`config.mk`:
```
export PLATFORM = sky130hd
export DESIGN_NAME = decoder4_seq_flat
export DESIGN_NICKNAME = d
export VERILOG_FILES = /design/src/rtl/decoder4_seq_if.sv /design/src/rtl/decoder4_seq.sv /design/src/flat_wrapper.sv
export SDC_FILE = /design/constraint.sdc
export NUM_CORES = 1
export LEC_CHECK = 0
export BUFFER_PORTS_ARGS = -buffer_cell sky130_fd_sc_hd__buf_2
export CAP_MARGIN = 10
export CORE_MARGIN = 1
export CORE_UTILIZATION = 45
export DETAILED_ROUTE_END_ITERATION = 8
export MAX_ROUTING_LAYER = met4
export PLACE_DENSITY = 0.67
export SETUP_SLACK_MARGIN = 0.4
export SLEW_MARGIN = 20
export SYNTH_ARGS = -nofsm -noshare
export SYNTH_HDL_FRONTEND = slang
export SYNTH_SLANG_ARGS = --single-unit
export TNS_END_PERCENT = 1
```
`constraint.sdc`:
```
create_clock -name clk -period 2 [get_ports clk]
set_input_delay 0 -clock clk [delete_from_list [all_inputs] [get_ports clk]]
set_output_delay 0 -clock clk [all_outputs]
set_load 0.02 [all_outputs]
```
`src/rtl/decoder4_seq_if.sv`:
```
// -----------------------------------------------------------------------------
// decoder4_seq_if
// Bundles the code-input handshake and the decoded outputs of decoder4_seq.
//
// Signals:
//   in_valid  a code is presented on y1,y0
//   y1, y0    2-bit code (y1 = MSB)
//   in_ready  the decoder can accept a code this cycle
//   a0..a3    one-hot decoded lines (a0 = code 0)
//   busy      decoder is not idle
//   done      one-cycle pulse on the last drive cycle
//   cnt       8-bit wrapping count of accepted codes
//
// Modports:
//   master    code producer (drives in_valid, y1, y0)
//   slave     the decoder itself
// -----------------------------------------------------------------------------
interface decoder4_seq_if;
    logic       in_valid;
    logic       y1;
    logic       y0;
    logic       in_ready;
    logic       a0;
    logic       a1;
    logic       a2;
    logic       a3;
    logic       busy;
    logic       done;
    logic [7:0] cnt;

    modport master (
        output in_valid, y1, y0,
        input  in_ready, a0, a1, a2, a3, busy, done, cnt
    );

    modport slave (
        input  in_valid, y1, y0,
        output in_ready, a0, a1, a2, a3, busy, done, cnt
    );
endinterface

```
`src/rtl/decoder4_seq.sv`:
```
// -----------------------------------------------------------------------------
// decoder4_seq
// Sequenced 2-to-4 decoder. A code accepted in IDLE is latched and its one-hot
// line is driven for HOLD cycles (DRIVE), followed by GAP all-zero cycles (GAP),
// then the block returns to IDLE where it can accept the next code.
//
// Parameters:
//   HOLD  cycles the one-hot line is driven, 1..255
//   GAP   all-zero cycles after each drive window, 0..255
//
// Ports:
//   clk    rising-edge clock
//   rst_n  synchronous active-low reset
//   bus    decoder4_seq_if.slave: in_valid/y1/y0 in; in_ready, a0..a3,
//          busy, done, cnt out
// -----------------------------------------------------------------------------
module decoder4_seq #(
    parameter int HOLD = 4,
    parameter int GAP  = 1
) (
    input  logic           clk,
    input  logic           rst_n,
    decoder4_seq_if.slave  bus
);

    typedef enum logic [1:0] {
        ST_IDLE  = 2'd0,
        ST_DRIVE = 2'd1,
        ST_GAP   = 2'd2
    } state_t;

    localparam logic [7:0] HOLD_LOAD = 8'(HOLD - 1);
    localparam logic [7:0] GAP_LOAD  = (GAP > 0) ? 8'(GAP - 1) : 8'd0;

    state_t     state,      state_next;
    logic [7:0] hold_cnt,   hold_next;
    logic [7:0] gap_cnt,    gap_next;
    logic [1:0] code,       code_next;
    logic [7:0] cnt,        cnt_next;
    logic [3:0] lines,      lines_next;

    function automatic logic [3:0] onehot(input logic [1:0] c);
        return 4'b0001 << c;
    endfunction

    always_ff @(posedge clk) begin
        if (!rst_n) begin
            state    <= ST_IDLE;
            hold_cnt <= 8'd0;
            gap_cnt  <= 8'd0;
            code     <= 2'b00;
            cnt      <= 8'd0;
            lines    <= 4'b0000;
        end else begin
            state    <= state_next;
            hold_cnt <= hold_next;
            gap_cnt  <= gap_next;
            code     <= code_next;
            cnt      <= cnt_next;
            lines    <= lines_next;
        end
    end

    always_comb begin
        state_next = state;
        hold_next  = hold_cnt;
        gap_next   = gap_cnt;
        code_next  = code;
        cnt_next   = cnt;

        case (state)
            ST_IDLE: begin
                if (bus.in_valid) begin
                    state_next = ST_DRIVE;
                    hold_next  = HOLD_LOAD;
                    code_next  = {bus.y1, bus.y0};
                    cnt_next   = cnt + 8'd1;
                end
            end
            ST_DRIVE: begin
                if (hold_cnt == 8'd0) begin
                    if (GAP > 0) begin
                        state_next = ST_GAP;
                        gap_next   = GAP_LOAD;
                    end else begin
                        state_next = ST_IDLE;
                    end
                end else begin
                    hold_next = hold_cnt - 8'd1;
                end
            end
            ST_GAP: begin
                if (gap_cnt == 8'd0) begin
                    state_next = ST_IDLE;
                end else begin
                    gap_next = gap_cnt - 8'd1;
                end
            end
            default: state_next = ST_IDLE;
        endcase

        // Lines are registered from the next state so they rise in the first
        // DRIVE cycle and fall in the first cycle after it, with no path from
        // the code inputs to the outputs.
        lines_next = (state_next == ST_DRIVE) ? onehot(code_next) : 4'b0000;
    end

    assign bus.in_ready = (state == ST_IDLE);
    assign bus.busy     = (state != ST_IDLE);
    assign bus.done     = (state == ST_DRIVE) && (hold_cnt == 8'd0);
    assign bus.cnt      = cnt;
    assign bus.a0       = lines[0];
    assign bus.a1       = lines[1];
    assign bus.a2       = lines[2];
    assign bus.a3       = lines[3];

endmodule

```
`src/flat_wrapper.sv`:
```
// flat-port wrapper written by rule: the top's interface ports become plain ports
module decoder4_seq_flat 
#(
    parameter int HOLD = 4,
    parameter int GAP  = 1
)
  (clk, rst_n, bus_in_valid, bus_y1, bus_y0, bus_in_ready, bus_a0, bus_a1, bus_a2, bus_a3, bus_busy, bus_done, bus_cnt);
  decoder4_seq_if bus_i ();
  input  logic clk;
  input  logic rst_n;
  input wire logic [$bits(bus_i.in_valid)-1:0] bus_in_valid;
  input wire logic [$bits(bus_i.y1)-1:0] bus_y1;
  input wire logic [$bits(bus_i.y0)-1:0] bus_y0;
  output wire logic [$bits(bus_i.in_ready)-1:0] bus_in_ready;
  output wire logic [$bits(bus_i.a0)-1:0] bus_a0;
  output wire logic [$bits(bus_i.a1)-1:0] bus_a1;
  output wire logic [$bits(bus_i.a2)-1:0] bus_a2;
  output wire logic [$bits(bus_i.a3)-1:0] bus_a3;
  output wire logic [$bits(bus_i.busy)-1:0] bus_busy;
  output wire logic [$bits(bus_i.done)-1:0] bus_done;
  output wire logic [$bits(bus_i.cnt)-1:0] bus_cnt;
  assign bus_i.in_valid = bus_in_valid;
  assign bus_i.y1 = bus_y1;
  assign bus_i.y0 = bus_y0;
  assign bus_in_ready = bus_i.in_ready;
  assign bus_a0 = bus_i.a0;
  assign bus_a1 = bus_i.a1;
  assign bus_a2 = bus_i.a2;
  assign bus_a3 = bus_i.a3;
  assign bus_busy = bus_i.busy;
  assign bus_done = bus_i.done;
  assign bus_cnt = bus_i.cnt;
  decoder4_seq #(.HOLD(HOLD), .GAP(GAP)) u_core (.clk(clk), .rst_n(rst_n), .bus(bus_i));
endmodule
```
==> impl_metrics.env, run 1 <==
export IMPL_muxShareOfSynthArea_pct=2.653
export IMPL_cts_htree_levels=2
export IMPL_dp_hpwl_um=2375
export IMPL_multi_input_area_um2=984.7
export IMPL_synth_top_family_by_area="simple AND/OR/NAND/NOR gates"
export IMPL_die_area_um2=3698
export IMPL_outcome="finished, violations left"
export IMPL_max_freq_mhz=567.5
export IMPL_grt_use_met1_pct=25.20
export IMPL_die_w_um=60.81
export IMPL_yosys_warnings=0
export IMPL_synth_edf_count=0
export IMPL_stdcell_area_um2=2052
export IMPL_final_cell_mix="27 x dfxtp_1, 19 x buf_2, 18 x nor2_1, 13 x buf_4, 12 x inv_1"
export IMPL_syn2layout_area_growth_pct=31.83
export IMPL_start_kind="register"
export IMPL_leakage_nw=0.8831
export IMPL_yosys_cell_types_count=39
export IMPL_nNetsFinal=226
export IMPL_place_area_um2=1769
export IMPL_maxSlewViolCount=0
export IMPL_drtIter0Drc=68
export IMPL_netlist_area_um2=1556
export IMPL_hold_ws_ns=-0.008907
export IMPL_io_buffers=19
export IMPL_gp_congestion=0.8238
export IMPL_synthAdderAreaFrac_pct=5.627
export IMPL_relSlewSlack_pct=66.10
export IMPL_powerDensity_nw_per_um2=1153
export IMPL_ioPinCount=20
export IMPL_nFillCells=271
export IMPL_cts_num_sinks=32
export IMPL_grt_max_degree=16
export IMPL_die_height_um=60.81
export IMPL_cp_slowest_cell="or4b_4"
export IMPL_cts_buffers=5
export IMPL_worstSkewPairLatency_ns=0.34
export IMPL_cts_root_buf="clkbuf_4"
export IMPL_finalHoldViolCount=1
export IMPL_worstPathCellList="inv_4, ha_4, mux2i_2, a41o_2, or4b_4, a21oi_2"
export IMPL_rsz0062_at_grt="true"
export IMPL_register_area_um2=649.4
export IMPL_drive_gt1_share_pct=33.02
export IMPL_ir_drop_uv=527.0
export IMPL_clk_pin_slew_ns=0.10
export IMPL_seq_area_frac_synth_pct=41.16
export IMPL_grt_pass1_vias=1321
export IMPL_grt_overflow=0
export IMPL_grt_busiest_layer="met2"
export IMPL_worstPathArrival_ns=2.04
export IMPL_worstMarginPinSlew_ns=0.5079
export IMPL_wl_per_cell_um=14.20
export IMPL_finalSetupViolations=0
export IMPL_via_per_inst=5.614
export IMPL_critPathKind="register to register"
export IMPL_grt_util_met3_pct=6.183
export IMPL_synth_simple_area_share_pct=24.92
export IMPL_clock_skew_ns=0.006274
export IMPL_hp_class="input port to register"
export IMPL_drv_cap=0
export IMPL_drc_errors=0
export IMPL_drt_total_wl_um=3679
export IMPL_worstHoldStart="bus_y1"
export IMPL_tns_ns=0
export IMPL_syn_num_nets=185
export IMPL_layout_min_cycle_time_ns=1.762
export IMPL_crit_start="u_core.state[0]$_SDFF_PN0_"
export IMPL_antenna_found_initial=0
export IMPL_p_total_w=0.002366
export IMPL_grt_usage_pct=22.25
export IMPL_synth_compound_area_share_pct=16.96
export IMPL_start_util_pct=48.98
export IMPL_critPathCaptureType="register"
export IMPL_met2_usage_pct=36.89
export IMPL_synth_seq_cells=32
export IMPL_violations="negative hold slack"
export IMPL_cp_data_required_time_ns=2.28
export IMPL_avgSynthCellArea_um2=8.997
export IMPL_r2r_start="u_core.state[0]$_SDFF_PN0_"
export IMPL_ys_flop_type="dfxtp_1"
export IMPL_drt_pre_antenna_iters=4
export IMPL_grt_pass1_wl_um=5720
export IMPL_tritoncts="yes"
export IMPL_routed_via_count=1454
export IMPL_rows=20
export IMPL_layout_commonest_cell="dfxtp_1"
export IMPL_clock_path_buffers=2
export IMPL_syn_inst=173
export IMPL_n_antenna_cell=0
export IMPL_async_flop_share_pct=0
export IMPL_finalCritPeriodShare_pct=88.10
export IMPL_synthXorXnorAreaFrac_pct=4.502
export IMPL_coreArea_um2=3178
export IMPL_postRouteAntennaNets=0
export IMPL_slowest_delay_ns=0.50
export IMPL_cp_max_fo=7
-- cell type report --
| class | instances | share of cell area (%) |
|---|---|---|
| Multi-Input combinational cell | 125 | 47.99 |
| Sequential cell | 32 | 31.65 |
| Timing Repair Buffer | 36 | 11.89 |
| Inverter | 14 | 2.805 |
| Tap cell | 44 | 2.683 |
| Clock buffer | 6 | 2.500 |
| Clock inverter | 2 | 0.4878 |
-- cells by family after synthesis --
family	Yosys count
muxes	4
and+or+nand+nor	67
adders and majority gates	7
DFF	32
xor gates and xnor gates	8
buffers and inverters	17
AOI/OAI and AO/OA	38
-- synth_stat cells, types with 2 or more instances --
library cell | count | share of area, %
nor2b_1 | 2 | 0.80
clkbuf_1 | 2 | 0.48
or4_1 | 6 | 2.9
or4b_1 | 3 | 1.9
nand4_1 | 5 | 2.0
or3_1 | 4 | 1.6
dfxtp_1 | 32 | 41
o21ai_0 | 3 | 0.96
mux2i_1 | 3 | 1.9
xor2_1 | 6 | 3.4
o41ai_1 | 3 | 1.7
ha_1 | 7 | 5.6
nor4b_1 | 3 | 1.7
and3_1 | 2 | 0.80
inv_1 | 14 | 3.4
a211oi_1 | 2 | 0.96
nand2_1 | 10 | 2.4
a21oi_1 | 13 | 4.2
and2_1 | 5 | 2.0
o31ai_1 | 6 | 2.9
xnor2_1 | 2 | 1.1
nor2_1 | 19 | 4.6
nor3_1 | 3 | 0.96
o21ai_1 | 3 | 0.96
-- stage by stage --
step           util, %  cells  setup WS, ns
4_1_cts          61.50    255        0.2151
6_report         64.57    259        0.2379
5_1_grt          64.57    259        0.1744
3_3_place_gp     55.67    238        0.1568
2_1_floorplan        -    173        0.2823
3_5_place_dp     55.67    238       0.04982
-- critical path, delay by kind of cell, from the launching register on --
family                   cells  cell delay (ns)
AO/OA/AOI/OAI                2             0.43
adder cells (fa/ha/maj)      1             0.18
buffers and inverters        1             0.05
flip-flops                   1             0.39
multiplexers                 1             0.16
AND/OR/NAND/NOR              1             0.50
-- sequential cells by signal, indices dropped and copies added (netlist names) --
signal / count
u_core.code: 2
u_core.state: 2
u_core.bus.cnt: 8
u_core.lines: 4
u_core.hold_cnt: 8
u_core.gap_cnt: 8
-- worst paths after layout --
check / end / slack, ns / depth (start not counted)
worst max-delay path: u_core.hold_cnt[7]$_SDFFE_PN0P_ / 0.24 / 6
worst min-delay path: u_core.code[1]$_SDFF_PN0_ / -0.009 / 3
worst max register to register: u_core.hold_cnt[7]$_SDFFE_PN0P_ / 0.24 / 6
worst min register to register: u_core.hold_cnt[7]$_SDFFE_PN0P_ / 0.50 / 2
-- power breakdown --
part           internal, W  total [W]  switching (W)
Combinational     0.000507    0.00110       0.000596
Sequential        0.000749   0.000875       0.000126
Clock             0.000167   0.000387       0.000220
-- metal layers --
metal  wire [µm]  share of wire (%)
met4          77                2.1
met3         152                4.1
met2        1842                 50
met1        1605                 44
met5           0                  0
-- what timing repair did --
item                       4_1_cts  5_1_grt
setup endpoints to repair       21       27
pin swaps                        8        9
resized for setup                9       15
gates cloned                     1        0
setup buffers                    6        4
hold endpoints to repair         2        0
hold buffers                     2        0
Power figures use the tool's default switching activity.
==> run 2: changes to the inputs <==
--- a/config.mk
+++ b/config.mk
@@ -14,5 +14,5 @@
 export PLACE_DENSITY = 0.67
 export SETUP_SLACK_MARGIN = 0.4
-export SLEW_MARGIN = 20
+export SLEW_MARGIN = 0
 export SYNTH_ARGS = -nofsm -noshare
 export SYNTH_HDL_FRONTEND = slang
==> constraint.sdc (replaced) <==
create_clock -name clk -period 2 [get_ports clk]
set_input_delay 0.1 -clock clk [delete_from_list [all_inputs] [get_ports clk]]
set_output_delay 0.1 -clock clk [all_outputs]
set_load 0.02 [all_outputs]
==> run 2 against run 1 <==
  * The run now ends clean
  * Clock skew up 0.00059 ns
  * Die area stayed put
  * Power about the same
  * Worst setup slack better by 0.0028 ns
  * Flip-flop and latch count unchanged
  * Maximum frequency is 0.16% higher
  * Worst hold slack better by 0.024 ns
  * Cell count down 0.39%
  * Via count rose by 0.28%
  * Sequential share of layout area up 0.24 points
  * Combinational power hardly changed
  * Critical path type unchanged
  * Critical endpoint unchanged
  * Largest cell class unchanged
==> impl_metrics.env, run 2 (synthesis gave the netlist of run 1 again) <==
export IMPL_worstPathArrival_ns=2.04
export IMPL_final_cell_mix="26 x dfxtp_1, 19 x buf_2, 18 x nor2_1, 14 x buf_4, 12 x inv_1"
export IMPL_tritoncts="yes"
export IMPL_drt_total_wl_um=3662
export IMPL_cts_buffers=5
export IMPL_grt_pass1_vias=1318
export IMPL_drt_met1_wl_um=1567
export IMPL_cp_max_fo=7
export IMPL_reg_largest_list="u_core.bus.cnt (8), u_core.gap_cnt (8), u_core.hold_cnt (8)"
export IMPL_antenna_found_initial=0
export IMPL_hp_class="input port to register"
export IMPL_nNetsFinal=225
export IMPL_cts_htree_levels=2
export IMPL_die_area_um2=3698
export IMPL_clk_pin_slew_ns=0.10
export IMPL_routed_via_count=1458
export IMPL_cp_data_required_time_ns=2.28
export IMPL_critPathCaptureType="register"
export IMPL_setup_slack_ns=0.2408
export IMPL_worstMarginPinSlew_ns=0.5082
export IMPL_drt_pre_antenna_iters=5
export IMPL_grt_overflow=0
export IMPL_outcome="finished, final reports clean"
export IMPL_io_buffers=19
export IMPL_layout_min_cycle_time_ns=1.759
export IMPL_cts_root_buf="clkbuf_4"
export IMPL_clock_path_buffers=2
export IMPL_rsz0062_at_grt="true"
export IMPL_wl_per_cell_um=14.19
export IMPL_finalSetupViolations=0
export IMPL_rows=20
export IMPL_die_height_um=60.81
export IMPL_worstPathCellList="inv_4, ha_4, mux2i_2, a41o_2, or4b_4, a21oi_2"
export IMPL_start_util_pct=48.98
export IMPL_ir_drop_uv=527.0
export IMPL_powerDensity_nw_per_um2=1160
export IMPL_coreArea_um2=3178
export IMPL_max_freq_mhz=568.4
export IMPL_grt_pass1_wl_um=5706
export IMPL_cp_slowest_cell="or4b_4"
export IMPL_grt_usage_pct=22.20
export IMPL_dp_slack_ns=0.04982
export IMPL_drc_errors=0
export IMPL_die_w_um=60.81
export IMPL_clock_skew_ns=0.006864
export IMPL_min_delay_path_depth=2
export IMPL_grt_max_degree=16
export IMPL_syn2layout_area_growth_pct=31.11
export IMPL_maxSlewViolCount=0
export IMPL_dp_hpwl_um=2375
export IMPL_drtIter0Drc=92
export IMPL_finalCritPeriodShare_pct=87.96
export IMPL_finalHoldViolCount=0
export IMPL_final_util_pct=64.21
export IMPL_start_kind="register"
export IMPL_dr_wl_met2_um=1855
export IMPL_place_inst=238
export IMPL_postRouteAntennaNets=0
export IMPL_via_per_inst=5.651
export IMPL_slowest_delay_ns=0.50
export IMPL_dr_wl_met3_um=157
export IMPL_n_antenna_cell=0
export IMPL_gp_congestion=0.8238
export IMPL_routed_top_layer="met4"
export IMPL_cts_num_sinks=32
export IMPL_critPathKind="register to register"
export IMPL_worstSkewPairLatency_ns=0.34
export IMPL_leakage_nw=0.8794
export IMPL_drive_gt1_share_pct=34.11
export IMPL_relSlewSlack_pct=66.08
export IMPL_final_cells=258
export IMPL_ctsHoldBuffers=0
export IMPL_ioPinCount=20
export IMPL_ff2ff_path_depth=6
export IMPL_layout_commonest_cell="dfxtp_1"
export IMPL_tns_ns=0
export IMPL_drv_cap=0
run 2: cell count changes in the layout (fill, tap and decap cells not counted), sizes merged:
cell         previous run  this run
dlygate4sd3             2         0
buf                    34        35
run 2: worst max-delay path, delay by kind of cell (launching register included):
| kind | cells | cell delay [ns] |
|---|---|---|
| AOI/OAI and AO/OA | 2 | 0.43 |
| adders and majority gates | 1 | 0.18 |
| buffers and inverters | 1 | 0.05 |
| DFF | 1 | 0.39 |
| muxes | 1 | 0.16 |
| and+or+nand+nor | 1 | 0.50 |
run 2: final cells by class:
class	instances	area, µm²
clock buffers	6	51.30
flip-flops and latches	32	650.6
well taps	44	55.05
inverters	14	57.56
repair buffers	35	231.5
clock inverters	2	10.01
multi-input cells	125	984.7
fillers	275	1137
run 2: per-stage QoR:
stage	hold slack, ns	power, W	cell area, µm²
floorplan	0.2216	0.001493	1595
global placement	0.3553	0.001659	1769
detailed placement	0.3568	0.001704	1769
CTS	0.002108	0.002249	1934
global route	0.01768	0.002528	2041
finish	0.01464	0.002368	2041
run 2: power breakdown:
part / switching [W] / leakage (nW) / total (W) / internal (W)
registers: 0.000125 / 0.264 / 0.000875 / 0.000750
logic: 0.000597 / 0.578 / 0.00111 / 0.000509
clock network: 0.000219 / 0.0380 / 0.000386 / 0.000167
total: 0.000941 / 0.879 / 0.00237 / 0.00143
run 2: timing repair:
| item | 4_1_cts | 5_1_grt |
|---|---|---|
| gates resized for setup | 9 | 16 |
| pin swaps | 8 | 10 |
| setup endpoints to repair | 21 | 27 |
| setup buffers | 6 | 5 |
| cloned | 1 | 0 |
run 2: path summary, 6_finish.rpt:
check | start | endpoint | slack, ns
worst min-delay path | rst_n | u_core.state[1]$_SDFF_PN0_ | 0.01
worst min register to register | u_core.hold_cnt[7]$_SDFFE_PN0P_ | u_core.hold_cnt[7]$_SDFFE_PN0P_ | 0.50
worst max register to register | u_core.state[0]$_SDFF_PN0_ | u_core.hold_cnt[7]$_SDFFE_PN0P_ | 0.24
worst max-delay path | u_core.state[0]$_SDFF_PN0_ | u_core.hold_cnt[7]$_SDFFE_PN0P_ | 0.24
run 2: metal layers:
layer	GRT usage [%]	up-vias
li1	-	715
met1	25.07	697
met2	36.89	37
met3	6.183	9
met4	9.091	0
met5	-	-
